## config.mk

```make
export PLATFORM = sky130hd
export DESIGN_NAME = ram_copy_engine
export DESIGN_NICKNAME = d
export VERILOG_FILES = /design/src/rtl/ram_copy_engine.sv
export SDC_FILE = /design/constraint.sdc
export NUM_CORES = 1
export LEC_CHECK = 0
export ABC_AREA = 1
export BUFFER_PORTS_ARGS = -buffer_cell sky130_fd_sc_hd__clkbuf_2
export CORE_MARGIN = 10
export CORE_UTILIZATION = 39
export CTS_CLUSTER_DIAMETER = 60
export CTS_CLUSTER_SIZE = 12
export DETAILED_ROUTE_END_ITERATION = 16
export PLACE_DENSITY = 0.78
export SLEW_MARGIN = 10
export SYNTH_ARGS = -nofsm -noshare
export SYNTH_HDL_FRONTEND = slang
export SYNTH_SLANG_ARGS = --single-unit
```

## constraint.sdc

```tcl
create_clock -name clk -period 1.6 [get_ports clk]
set_clock_uncertainty 0.1 [all_clocks]
set_input_delay 0.08 -clock clk [delete_from_list [all_inputs] [get_ports clk]]
set_output_delay 0.08 -clock clk [all_outputs]
set_load 0.01 [all_outputs]
```

## src/rtl/ram_copy_engine.sv

```systemverilog
`default_nettype none
// ============================================================================
// Module      : ram_copy_engine
// Description : Copies len words inside a dual-port RAM, reading on port A
//               and writing on port B at one word per cycle. The copy is a
//               three-phase pipeline: PRIME issues the first read, STREAM
//               writes word k-1 while reading word k, and FLUSH writes the
//               final word. Addresses wrap modulo 2**ADDR_W.
// Revision    : 1.0 - initial release
// ----------------------------------------------------------------------------
// Parameters  : ADDR_W - RAM address width (depth 2**ADDR_W words)
//               DATA_W - RAM word width
// Ports       : clk, rst_n             - clock, async active-low reset
//               start, abort           - copy request / cancel
//               src_addr, dst_addr,len - copy operands, captured on start
//               busy, done, err        - status (done/err are 1-cycle pulses)
//               we_a, addr_a, data_in_a, data_out_a - RAM port A (read only)
//               we_b, addr_b, data_in_b, data_out_b - RAM port B (write only)
//               csum                   - XOR of the words written by the
//                                        current copy (optional)
// Options     : define RAM_COPY_CHECKSUM_EN to add the csum output.
// ============================================================================
module ram_copy_engine #(
  parameter int ADDR_W = 5,
  parameter int DATA_W = 32
) (
  input  logic              clk,
  input  logic              rst_n,
  input  logic              start,
  input  logic              abort,
  input  logic [ADDR_W-1:0] src_addr,
  input  logic [ADDR_W-1:0] dst_addr,
  input  logic [ADDR_W:0]   len,
  output logic              busy,
  output logic              done,
  output logic              err,
  output logic              we_a,
  output logic [ADDR_W-1:0] addr_a,
  output logic [DATA_W-1:0] data_in_a,
  input  logic [DATA_W-1:0] data_out_a,
  output logic              we_b,
  output logic [ADDR_W-1:0] addr_b,
  output logic [DATA_W-1:0] data_in_b,
  input  logic [DATA_W-1:0] data_out_b
`ifdef RAM_COPY_CHECKSUM_EN
  ,
  output logic [DATA_W-1:0] csum
`endif
);

  typedef enum logic [1:0] {
    S_IDLE   = 2'd0,
    S_PRIME  = 2'd1,
    S_STREAM = 2'd2,
    S_FLUSH  = 2'd3
  } state_t;

  // Largest legal word count: the whole RAM.
  localparam logic [ADDR_W:0] c_max_len = {1'b1, {ADDR_W{1'b0}}};

  state_t            r_state;
  state_t            w_next_state;
  logic [ADDR_W-1:0] r_src;
  logic [ADDR_W-1:0] r_dst;
  logic [ADDR_W:0]   r_len;
  // Read offset: 0 in PRIME, k in STREAM word k, len in FLUSH.
  logic [ADDR_W:0]   r_k;
  logic              r_done;
  logic              r_err;

  logic              w_len_ok;
  logic              w_accept;
  logic              w_done_next;
  logic              w_err_next;
  logic [ADDR_W-1:0] w_rd_addr;
  logic [ADDR_W-1:0] w_wr_addr;

  // Port B read data is never consumed by this engine.
  logic              w_unused;
  assign w_unused = ^data_out_b;

  assign w_len_ok  = (len != '0) && (len <= c_max_len);
  // Writes lag reads by one word because port A has a registered output.
  assign w_rd_addr = r_src + r_k[ADDR_W-1:0];
  assign w_wr_addr = r_dst + r_k[ADDR_W-1:0] - ADDR_W'(1);

  assign we_a      = 1'b0;
  assign data_in_a = '0;
  assign done      = r_done;
  assign err       = r_err;

  always_ff @(posedge clk or negedge rst_n) begin
    if (!rst_n) begin
      r_state <= S_IDLE;
      r_src   <= '0;
      r_dst   <= '0;
      r_len   <= '0;
      r_k     <= '0;
      r_done  <= 1'b0;
      r_err   <= 1'b0;
    end else begin
      r_state <= w_next_state;
      r_done  <= w_done_next;
      r_err   <= w_err_next;
      if (w_accept) begin
        r_src <= src_addr;
        r_dst <= dst_addr;
        r_len <= len;
        r_k   <= '0;
      end else if ((r_state == S_PRIME) || (r_state == S_STREAM)) begin
        r_k <= r_k + (ADDR_W+1)'(1);
      end
    end
  end

  always_comb begin
    w_next_state = r_state;
    w_accept     = 1'b0;
    w_done_next  = 1'b0;
    w_err_next   = 1'b0;
    busy         = 1'b0;
    addr_a       = '0;
    we_b         = 1'b0;
    addr_b       = '0;
    data_in_b    = '0;
    case (r_state)
      S_IDLE: begin
        // abort alongside start turns the request into a rejection.
        if (start) begin
          if (abort || !w_len_ok) begin
            w_err_next = 1'b1;
          end else begin
            w_accept     = 1'b1;
            w_next_state = S_PRIME;
          end
        end
      end
      S_PRIME: begin
        busy   = 1'b1;
        addr_a = r_src;
        if (abort) begin
          w_next_state = S_IDLE;
          w_err_next   = 1'b1;
        end else if (r_len == (ADDR_W+1)'(1)) begin
          w_next_state = S_FLUSH;
        end else begin
          w_next_state = S_STREAM;
        end
      end
      S_STREAM: begin
        busy      = 1'b1;
        addr_a    = w_rd_addr;
        we_b      = 1'b1;
        addr_b    = w_wr_addr;
        data_in_b = data_out_a;
        if (abort) begin
          w_next_state = S_IDLE;
          w_err_next   = 1'b1;
        end else if (r_k == (r_len - (ADDR_W+1)'(1))) begin
          w_next_state = S_FLUSH;
        end
      end
      S_FLUSH: begin
        busy      = 1'b1;
        we_b      = 1'b1;
        addr_b    = w_wr_addr;
        data_in_b = data_out_a;
        w_next_state = S_IDLE;
        // The final write still lands this cycle; abort only swaps done for err.
        if (abort) begin
          w_err_next = 1'b1;
        end else begin
          w_done_next = 1'b1;
        end
      end
      default: begin
        w_next_state = S_IDLE;
      end
    endcase
  end

`ifdef RAM_COPY_CHECKSUM_EN
  logic [DATA_W-1:0] r_csum;

  always_ff @(posedge clk or negedge rst_n) begin
    if (!rst_n) begin
      r_csum <= '0;
    end else if (w_accept) begin
      r_csum <= '0;
    end else if (we_b) begin
      r_csum <= r_csum ^ data_in_b;
    end
  end

  assign csum = r_csum;
`endif

endmodule
`default_nettype wire
```

== Yosys cells after proc, flatten, opt, wreduce, memory -nomap -nowiden ==
Cells that the tools add are included.

* Memory bits (read-only): 0
* Bits in latches: 0
* RAM bits: 0
* Memories kept: 0
* Bits of input ports: 84
* Flip-flop bits (word level): 26

* Div/mod/pow operators: 0
* Reductions and logical operators: 10
* Add/subtract/negate cells: 5
* Equal/unequal tests: 8
* Bitwise gates (word level): 0
* $mul: 0
* Order comparisons: 1
* Shifts and indexed selects: 0
* Multiplexer cells: 23

{| class="wikitable"
|+ Operators by type and width
! cell !! number
|-
| $mux 32 || 1
|-
| $mux 6 || 2
|-
| $mux 1 || 11
|-
| $add 5x5->5 || 2
|-
| $mux 2 || 5
|-
| $pmux 5 s2 || 1
|-
| $pmux 2 s4 || 1
|-
| $add 6x1->6 const B || 1
|-
| $eq 6x1->1 const B || 1
|-
| $eq 6x6->1 || 1
|-
| $le 6x6->1 const B || 1
|-
| $reduce_bool 6->1 || 1
|-
| $sub 6x1->6 const B || 1
|-
| $mux 5 || 1
|-
| $sub 5x1->5 const B || 1
|-
| $eq 2x2->1 const B || 2
|-
| $ne 2x2->1 const B || 2
|-
| $ne 3x2->1 const B || 1
|-
| $reduce_and 3->1 || 1
|-
| $reduce_or 3->1 || 1
|-
| $eq 2x1->1 const B || 1
|-
| $logic_not 2->1 || 1
|-
| $logic_or 1x1->1 || 2
|-
| $pmux 1 s2 || 1
|-
| 4 further kinds || 4
|}

== Longest topological paths before layout ==
Gate-level depths: netlist (run 1).

* Depth after elaboration: 8
* Depth in mapped cells: 13
* Gate-level depth less buffers: 13

== Worst setup path after synthesis (run 1) ==
OpenSTA, ideal clock, no wires.

* Kind: reg-to-output
* Start: reg r_k[3]
* End: out addr_b[4]
* Buffers on the path: 1
* Slack: -271 ps
* Required time: 1420 ps
* Arrival time: 1691 ps
* Stages on the path, launching flop included: 9
* Cell sequence: dfrtp_1 -> clkbuf_1 -> inv_1 -> ha_1 -> inv_1 -> ha_1 -> a21oi_1 -> xor2_1 -> nor2_1

* Longest elaborated chain between the ends: 3

{| class="wikitable"
|+ Ends and longest elaborated chain
! what !! line !! source
|-
| start: declaration || 67 || <nowiki>logic [ADDR_W:0] r_k;</nowiki>
|-
| start signal: assignment || 111 || <nowiki>r_k <= r_k + (ADDR_W+1)'(1);</nowiki>
|-
| $add 5x5->5 || 85 || <nowiki>assign w_wr_addr = r_dst + r_k[ADDR_W-1:0] - ADDR_W'(1);</nowiki>
|-
| $sub 5x1->5 || 85 ||
|-
| $mux 5 || 126 || <nowiki>case (r_state)</nowiki>
|-
| end: declaration || 42 || <nowiki>output logic [ADDR_W-1:0] addr_b,</nowiki>
|}

No other way between the ends.

== Worst setup path after layout (run 1) ==
* Start: reg r_k[1]
* End: out addr_b[2]

The elaborated chain is that of the path after synthesis.

==> impl_metrics.json, run 1 <==
{
  "status": "finished with violations",
  "violations": "negative setup slack",
  "p_total_uw": 8457,
  "io_pins": 163,
  "grt_use_total_pct": 17.64,
  "drv_cap": 0,
  "path_clk_slew_ps": 110,
  "maxSlewViolCount": 0,
  "ys_ff_latch": 26,
  "layout_commonest_cell": "nand2_1",
  "synth_ff_type": "dfrtp_1",
  "cts_max_level": 1,
  "start_kind": "flip-flop",
  "path_cells": "inv_2 -> ha_4 -> inv_2 -> ha_4 -> fa_2 -> inv_2 -> nor2_4 -> buf_6",
  "wirelength_mm": 10.65,
  "power_frac_comb_pct": 78.5,
  "clk_path_buf_depth": 2,
  "place_hpwl_mm": 6.163,
  "die_area_um2": 9940,
  "stdcell_count": 618,
  "yosys_warnings": 0,
  "worst_path_max_delay_cell": "fa_2",
  "worst-path-max-fanout": 2,
  "synth_edf_count": 0,
  "syn_avg_cell_area_um2": 6.678,
  "hp-class": "input port to asynchronous set/reset pin",
  "port_buffers": 97,
  "grt_pass1_vias": 2978,
  "setup_viol": 48,
  "drc": 0,
  "path_buf_inv": 4,
  "drtIter0Drc": 215,
  "final_antenna_net_count": 0,
  "wl_per_cell_um": 17.22,
  "min_period_ps": 2164,
  "die_h_um": 99.70,
  "num_vias": 2991,
  "crit_path_end_kind": "primary output",
  "power.internal_uw": 4529,
  "p_leak_uw": 0.002412,
  "insertion_delay_ps": 290,
  "cts_made_buffers": 3,
  "slowest_delay_ps": 530,
  "placed_cells": 566,
  "area_growth_pct": 80.91,
  "timing.hold.ws_ps": 274.0,
  "power_frac_seq_pct": 14.7,
  "power_switching_uw": 3928,
  "n_antenna_cell": 0,
  "worst_pin_slew_ps": 713.8,
  "start_util_pct": 40.88,
  "dpl_cell_area_um2": 3198,
  "synth-async-reset-ratio_pct": 100.0,
  "syn_area_um2": 2477,
  "place_ws_ps": -223.2,
  "gp_congestion": 0.8716,
  "seq_area_frac_synth_pct": 26.26,
  "critPathTopFamily": "adder cells",
  "via_per_inst": 4.840,
  "clkSinkCount": 26,
  "r2r_setup_slack_ps": -170,
  "swShare_pct": 46.44,
  "cts_tree": "done",
  "synth_cell_types": 29,
  "grt-ovfl-total": 0,
  "grt_pass1_wl_mm": 14.30,
  "grt_max_degree": 32,
  "p_clk_share_pct": 6.8,
  "fin_crit_sh_pct": 135.2,
  "antenna_found_initial": 0,
  "die_x_um": 99.70,
  "root_buffer": "clkbuf_8",
  "drive_gt1_share_pct": 47.88,
  "required_ps": 1420,
  "rows": 28,
  "path_class": "flip-flop to primary output",
  "design_area_um2": 4482,
  "setup_slack_ps": -563.5,
  "peakVddDrop_v": 0.001275,
  "mostFrequentLayoutCells": "62 x nand2_1, 60 x inv_1, 59 x clkbuf_2",
  "synth_cells": 371,
  "powerDensity_nw_per_um2": 1887,
  "critPathMostFrequentCell": "inv_2",
  "finalHoldViolations": 0,
  "dr.pass1.iters": 4,
  "core_um2": 6061,
  "max_slew_margin_pct": 52.41,
  "rsz0062_at_grt": "yes",
  "cp.arrival_ps": 1980,
  "max_clock_freq_mhz": 462.2,
  "fin_nets": 649
}
metrics by stage:
| step | TNS (ps) | utilization [%] |
|---|---|---|
| 6_report | -11410 | 73.95 |
| 3_5_place_dp | -1091 | 52.77 |
| 4_1_cts | -10550 | 66.70 |
| 2_1_floorplan | -336.9 | - |
| 3_3_place_gp | -707.3 | 52.77 |
| 5_1_grt | -14770 | 73.95 |
path summary, 6_finish.rpt:
kind,from,endpoint,cells past startpoint
worst max-delay path,r_k[1],addr_b[2],8
worst min-delay path,rst_n,r_state[1],2
worst max register to register,r_state[0],r_k[5],10
worst min register to register,r_src[4],r_src[4],2
max in group asynchronous,rst_n,r_len[0],2
min in group clk,data_out_a[21],data_in_b[21],4
synthesized netlist by cell type, drive strengths merged (3+ instances only):
cell type / n / area share [%]
ha: 19 / 9.6
nand2: 67 / 11
o21ai: 7 / 1.4
nand3: 28 / 5.7
nor2: 60 / 9.1
dfrtp: 26 / 26
clkbuf: 3 / 0.45
buf: 39 / 12
a21oi: 20 / 5.7
xor2: 4 / 1.4
inv: 81 / 12
xnor2: 5 / 1.8
nor3: 3 / 0.61
flip-flops by register name, summed over array words and instances (netlist names):
name,count
done,1
r_len,6
r_state,2
r_k,6
err,1
r_src,5
r_dst,5
power by group through the flow:
stage / clock network, uW / registers [uW] / logic [uW]
global placement: 0 / 1180 / 4040
finish: 572 / 1250 / 6640
CTS: 572 / 1200 / 5680
floorplan: 0 / 1170 / 2730
detailed placement: 0 / 1190 / 4210
global route: 605 / 1270 / 7150
what timing repair did:
action | 4_1_cts | 5_1_grt
endpoints found under the hold margin | 44 | 0
hold buffers | 19 | 0
pin swaps | 18 | 23
gates resized for setup | 74 | 139
setup endpoints to repair | 49 | 67
cloned | 7 | 1
setup buffers | 17 | 10
per-layer routing:
layer | vias to the layer above | share of wire (%) | global-route usage (%)
met3 | 39 | 9.2 | 5.882
li1 | 1400 | - | -
met5 | - | 0 | 0
met4 | 0 | 3.9 | 6.946
met1 | 1386 | 34 | 16.50
met2 | 166 | 53 | 34.05
cell families after synthesis:
group / count (synthesis) / synth area share, %
xor+xnor: 9 / 3.182
simple gates: 161 / 26.77
flops: 26 / 26.26
compound gates: 30 / 8.081
buf+inv: 123 / 24.34
fa+ha+maj: 21 / 11.21
other cells: 1 / 0.1514
layout make-up:
cell class / count / area, um2
clock buffers: 3 / 41.29
inverters: 81 / 320.3
fillers: 390 / 1579
clock inverters: 1 / 30.03
multi-input cells: 255 / 1829
repair buffers: 177 / 1516
flip-flops and latches: 26 / 650.6
well taps: 75 / 93.84
Power figures use the tool's default switching activity.
==> run 2, diff against run 1 <==
==> constraint.sdc (replaced) <==
create_clock -name clk -period 1.6 [get_ports clk]
set_clock_uncertainty 0.1 [all_clocks]
set_input_delay 0.32 -clock clk [delete_from_list [all_inputs] [get_ports clk]]
set_output_delay 0.32 -clock clk [all_outputs]
set_load 0.01 [all_outputs]
==> run 2 against run 1 <==
  * The flow still finishes with violations (negative setup slack)
  * Sequential cell count did not move
  * Routed wire length decreased by 0.91%
  * First-iteration DRC count rose by 36%
  * Via count is 0.97% lower
  * Die area unchanged
  * Total power grew 1.2%
  * Global-route usage shrank 0.90 points
  * Maximum frequency is 11% lower
  * Largest cell class unchanged
  * Highest routed layer unchanged
==> impl_metrics.json, run 2 (synthesis results as in run 1) <==
{
  "insertion_delay_ps": 290,
  "powerDensity_nw_per_um2": 1986,
  "fin_crit_sh_pct": 151.6,
  "critPathMostFrequentCell": "ha_4",
  "drive_gt1_share_pct": 54.44,
  "maxSlewViolCount": 0,
  "cp.arrival_ps": 2010,
  "fin_tns_setup_ps": -23050,
  "clkSinkCount": 26,
  "slowest_delay_ps": 410,
  "drc": 0,
  "die_x_um": 99.70,
  "grt_use_total_pct": 16.75,
  "place_hpwl_mm": 6.589,
  "cts_max_level": 1,
  "p_leak_uw": 0.002340,
  "path_cells": "inv_2 -> ha_4 -> inv_4 -> ha_4 -> a21oi_1 -> inv_1 -> a21oi_2 -> xor2_1 -> nor2_1 -> buf_2",
  "reg.largest.list": "r_k x6, r_len x6",
  "cts_made_buffers": 3,
  "num_vias": 2962,
  "setup_viol": 52,
  "timing.rr.end": "r_k[5]",
  "reg2reg_depth": 10,
  "finalHoldViolations": 0,
  "peakVddDrop_v": 0.001164,
  "required_ps": 1180,
  "placed_cells": 580,
  "place_ws_ps": -471.7,
  "wirelength_mm": 10.55,
  "hp-class": "input port to flip-flop",
  "core_um2": 6061,
  "mostFrequentLayoutCells": "69 x clkbuf_2, 60 x inv_1, 52 x nand2_1",
  "cts_tree": "done",
  "gp_congestion": 0.8262,
  "grtUsageMet3_pct": 4.913,
  "fillers": 423,
  "via_per_inst": 4.904,
  "whs_path_depth": 2,
  "die_area_um2": 9940,
  "setup_slack_ps": -825.0,
  "crit_start": "r_k[2]",
  "path_clk_slew_ps": 100,
  "grt_busiest_layer": "met2",
  "antenna_found_initial": 0,
  "dr.pass1.iters": 4,
  "status": "finished with violations",
  "io_pins": 163,
  "final_antenna_net_count": 0,
  "fin_nets": 635,
  "grt_pass1_vias": 2934,
  "r2r-start": "r_state[1]",
  "rsz0062_at_grt": "yes",
  "worst_path_max_delay_cell": "dfrtp_1",
  "path_buf_inv": 4,
  "grt_max_degree": 27,
  "area_growth_pct": 73.99,
  "wl_per_cell_um": 17.46,
  "worst_pin_slew_ps": 539.4,
  "root_buffer": "clkbuf_8",
  "max_clock_freq_mhz": 412.4,
  "critPathCapture": "addr_b[4]",
  "max_slew_margin_pct": 63.96,
  "final_util_pct": 71.12,
  "crit_path_end_kind": "primary output",
  "stdcell_count": 604,
  "grt_pass1_wl_mm": 13.88,
  "r2r_setup_slack_ps": -270,
  "violations": "negative setup slack",
  "design_area_um2": 4310,
  "seqCellArea_um2": 651.9,
  "worst-path-max-fanout": 2,
  "critPathTopFamily": "flip-flops",
  "start_kind": "flip-flop",
  "drv_cap": 0,
  "die_h_um": 99.70,
  "min_period_ps": 2425,
  "grt-ovfl-total": 0,
  "path_class": "flip-flop to primary output",
  "layout_commonest_cell": "clkbuf_2",
  "start_util_pct": 40.88,
  "multi_input_area_um2": 1919,
  "n_antenna_cell": 0,
  "clk_path_buf_depth": 2,
  "gr-usage-met2_pct": 30.56,
  "cp.depth": 10,
  "grt_use_met1_pct": 18.24,
  "dpl_cell_area_um2": 3368,
  "drtIter0Drc": 293,
  "port_buffers": 97,
  "rows": 28
}
-- run 2: how the worst min path moves through the flow --
stage               start       end  slack (ps)
detailed placement  rst_n  r_src[1]         240
floorplan           rst_n      done         -80
global placement    rst_n  r_src[1]         230
finish              abort      done         130
CTS                 abort      done         130
global route        abort      done         130
-- run 2: metrics by stage --
stage	total power, uW	hold WS (ps)
6_report	8561	128.7
5_1_grt	9126	127.3
4_1_cts	7329	125.9
3_5_place_dp	5759	242.7
3_3_place_gp	5564	230.5
2_1_floorplan	4089	-75.59
-- run 2: worst register-to-register path, stage by stage, from the launching register on --
cell and delay [ps]:
dfrtp_2 440, buf_6 110, buf_6 100, inv_6 40, ha_4 300, buf_6 120
nand2_4 70, nor3_4 210, a31o_2 200, nand3_2 70, inv_2 50
-- run 2: metal layers --
layer	share of wire (%)	vias up
li1	-	1377
met1	34	1395
met2	53	157
met3	8.9	33
met4	3.6	0
met5	0	-
-- run 2: power breakdown --
group | switching (uW) | internal, uW
sequential | 296 | 960
combinational | 3570 | 3160
clock | 237 | 336
total | 4100 | 4460
-- run 2: layout make-up --
type | instances | share of cell area [%]
Clock inverter | 1 | 0.6967
Clock buffer | 3 | 0.9579
Multi-Input combinational cell | 257 | 44.53
Sequential cell | 26 | 15.12
Tap cell | 75 | 2.177
Timing Repair Buffer | 161 | 28.71
Inverter | 81 | 7.808
-- run 2: timing repair --
item,in CTS,in global routing
hold buffers,1,0
resized for setup,52,144
setup buffers,12,10
pin swaps,16,17
gates cloned,5,2
hold endpoints to repair,26,0
endpoints found under the setup margin,62,61
==> run 3, diff against run 2 <==
Settings changed: CTS_CLUSTER_SIZE 12 to 14, RECOVER_POWER set to 50.
==> run 3 against run 2 <==
  * The flow still finishes with violations (negative setup slack)
  * Hold slack about the same
  * Core utilization about the same
  * Register-to-register slack about the same
  * Sequential power about the same
  * Via count up 0.57%
==> impl_metrics.json, run 3 (synthesis results as in run 1) <==
{
  "status": "finished with violations",
  "violations": "negative setup slack",
  "required_ps": 1180,
  "worst_pin_slew_ps": 677.1,
  "root_buffer": "clkbuf_8",
  "finalHoldViolations": 0,
  "path_clk_slew_ps": 110,
  "r2r-start": "r_state[1]",
  "die_h_um": 99.70,
  "multi_input_area_um2": 1919,
  "max_slew_margin_pct": 54.86,
  "r2r_setup_slack_ps": -270,
  "whs_path_depth": 2,
  "wl_per_cell_um": 17.56,
  "drv_cap": 0,
  "layout_commonest_cell": "clkbuf_2",
  "grt_pass1_vias": 2934,
  "grt_max_degree": 27,
  "port_buffers": 97,
  "powerDensity_nw_per_um2": 1990,
  "reg2reg_depth": 10,
  "crit_path_end_kind": "primary output",
  "n_antenna_cell": 0,
  "max_clock_freq_mhz": 412.1,
  "clkSinkCount": 26,
  "maxSlewViolCount": 0,
  "die_x_um": 99.70,
  "grt_pass1_wl_mm": 13.88,
  "io_pins": 163,
  "setup_viol": 52,
  "min_period_ps": 2426,
  "peakVddDrop_v": 0.001170,
  "place_hpwl_mm": 6.589,
  "core_um2": 6061,
  "antenna_found_initial": 0,
  "min_to": "done",
  "cp.arrival_ps": 2010,
  "grt_use_total_pct": 16.75,
  "mostFrequentLayoutCells": "70 x clkbuf_2, 60 x inv_1, 52 x nand2_1",
  "worst-path-max-fanout": 2,
  "num_vias": 2979,
  "critPathTopFamily": "flip-flops",
  "path_buf_inv": 4,
  "slowest_delay_ps": 410,
  "setup_slack_ps": -826.4,
  "fillers": 424,
  "cts_max_level": 1,
  "area_growth_pct": 73.89,
  "die_area_um2": 9940,
  "start_kind": "flip-flop",
  "path_cells": "inv_2 -> ha_4 -> inv_4 -> ha_4 -> a21oi_1 -> inv_1 -> a21oi_2 -> xor2_1 -> nor2_1 -> buf_2",
  "seqCellArea_um2": 651.9,
  "dr.pass1.iters": 6,
  "worst_path_max_delay_cell": "dfrtp_1",
  "drtIter0Drc": 271,
  "final_util_pct": 71.08,
  "start_util_pct": 40.88,
  "timing.rr.end": "r_k[5]",
  "insertion_delay_ps": 300,
  "p_total_uw": 8572,
  "fin_nets": 635,
  "via_per_inst": 4.932,
  "cts_tree": "done",
  "gp_congestion": 0.8262,
  "final_antenna_net_count": 0,
  "drive_gt1_share_pct": 54.44,
  "hp-class": "input port to flip-flop",
  "p_leak_uw": 0.002339,
  "path_class": "flip-flop to primary output",
  "worst_hold_startpoint": "abort",
  "cts_made_buffers": 3,
  "rows": 28,
  "drc": 0,
  "critPathMostFrequentCell": "ha_4",
  "wirelength_mm": 10.61,
  "reg.largest.list": "r_k x6, r_len x6",
  "grt-ovfl-total": 0,
  "clk_path_buf_depth": 2,
  "fin_crit_sh_pct": 151.6,
  "rsz0062_at_grt": "yes"
}
[run 3: changes by cell type in the layout (fill, tap and decap cells not counted), sizes merged]
cell	previous run	this run
buf	91	90
clkbuf	72	73
[run 3: metrics by stage]
step                hold slack (ps)  worst slack (ps)  area, um2  cells  setup TNS (ps)
floorplan                    -75.59            -358.9       2759    403           -1748
global placement              230.5            -451.8       3368    580           -6708
detailed placement            242.7            -471.7       3368    580           -8721
CTS                           125.9            -769.0       3831    600          -20580
global route                  127.3            -892.2       4308    604          -26200
finish                        129.0            -826.4       4308    604          -23180
[run 3: routing by layer]
metal / up-vias / routed length (um) / global-route usage (%) / share of wire, %
met5: - / 0 / 0 / 0
met4: 0 / 353 / 4.520 / 3.3
met3: 35 / 898 / 4.913 / 8.5
met2: 152 / 5681 / 30.56 / 54
met1: 1418 / 3671 / 18.24 / 35
li1: 1374 / - / - / -
[run 3: final cells by class]
class,count,share of cell area [%]
Clock buffer,3,0.9585
Clock inverter,1,0.6971
Inverter,81,7.813
Multi-Input combinational cell,257,44.55
Sequential cell,26,15.13
Tap cell,75,2.178
Timing Repair Buffer,161,28.67
[run 3: where the power goes]
group,switching (uW),internal [uW],total (uW)
Combinational,3570,3170,6740
Sequential,296,960,1260
Clock,240,336,576
[run 3: worst max-delay path by stage]
stage                end  slack [ps]  cells past startpoint   start
4_1_cts        addr_b[2]        -770                      8  r_k[1]
5_1_grt        addr_b[4]        -890                     10  r_k[2]
3_5_place_dp   addr_b[4]        -470                     10  r_k[2]
6_report       addr_b[4]        -830                     10  r_k[2]
3_3_place_gp   addr_b[4]        -450                     10  r_k[2]
2_1_floorplan  addr_b[4]        -360                      9  r_k[2]
[run 3: what timing repair did]
item	4_1_cts	5_1_grt
endpoints found under the setup margin	62	61
buffers inserted	12	10
hold buffers	1	0
resized for setup	52	144
endpoints found under the hold margin	26	0
pin swaps	16	17
cloned	5	2
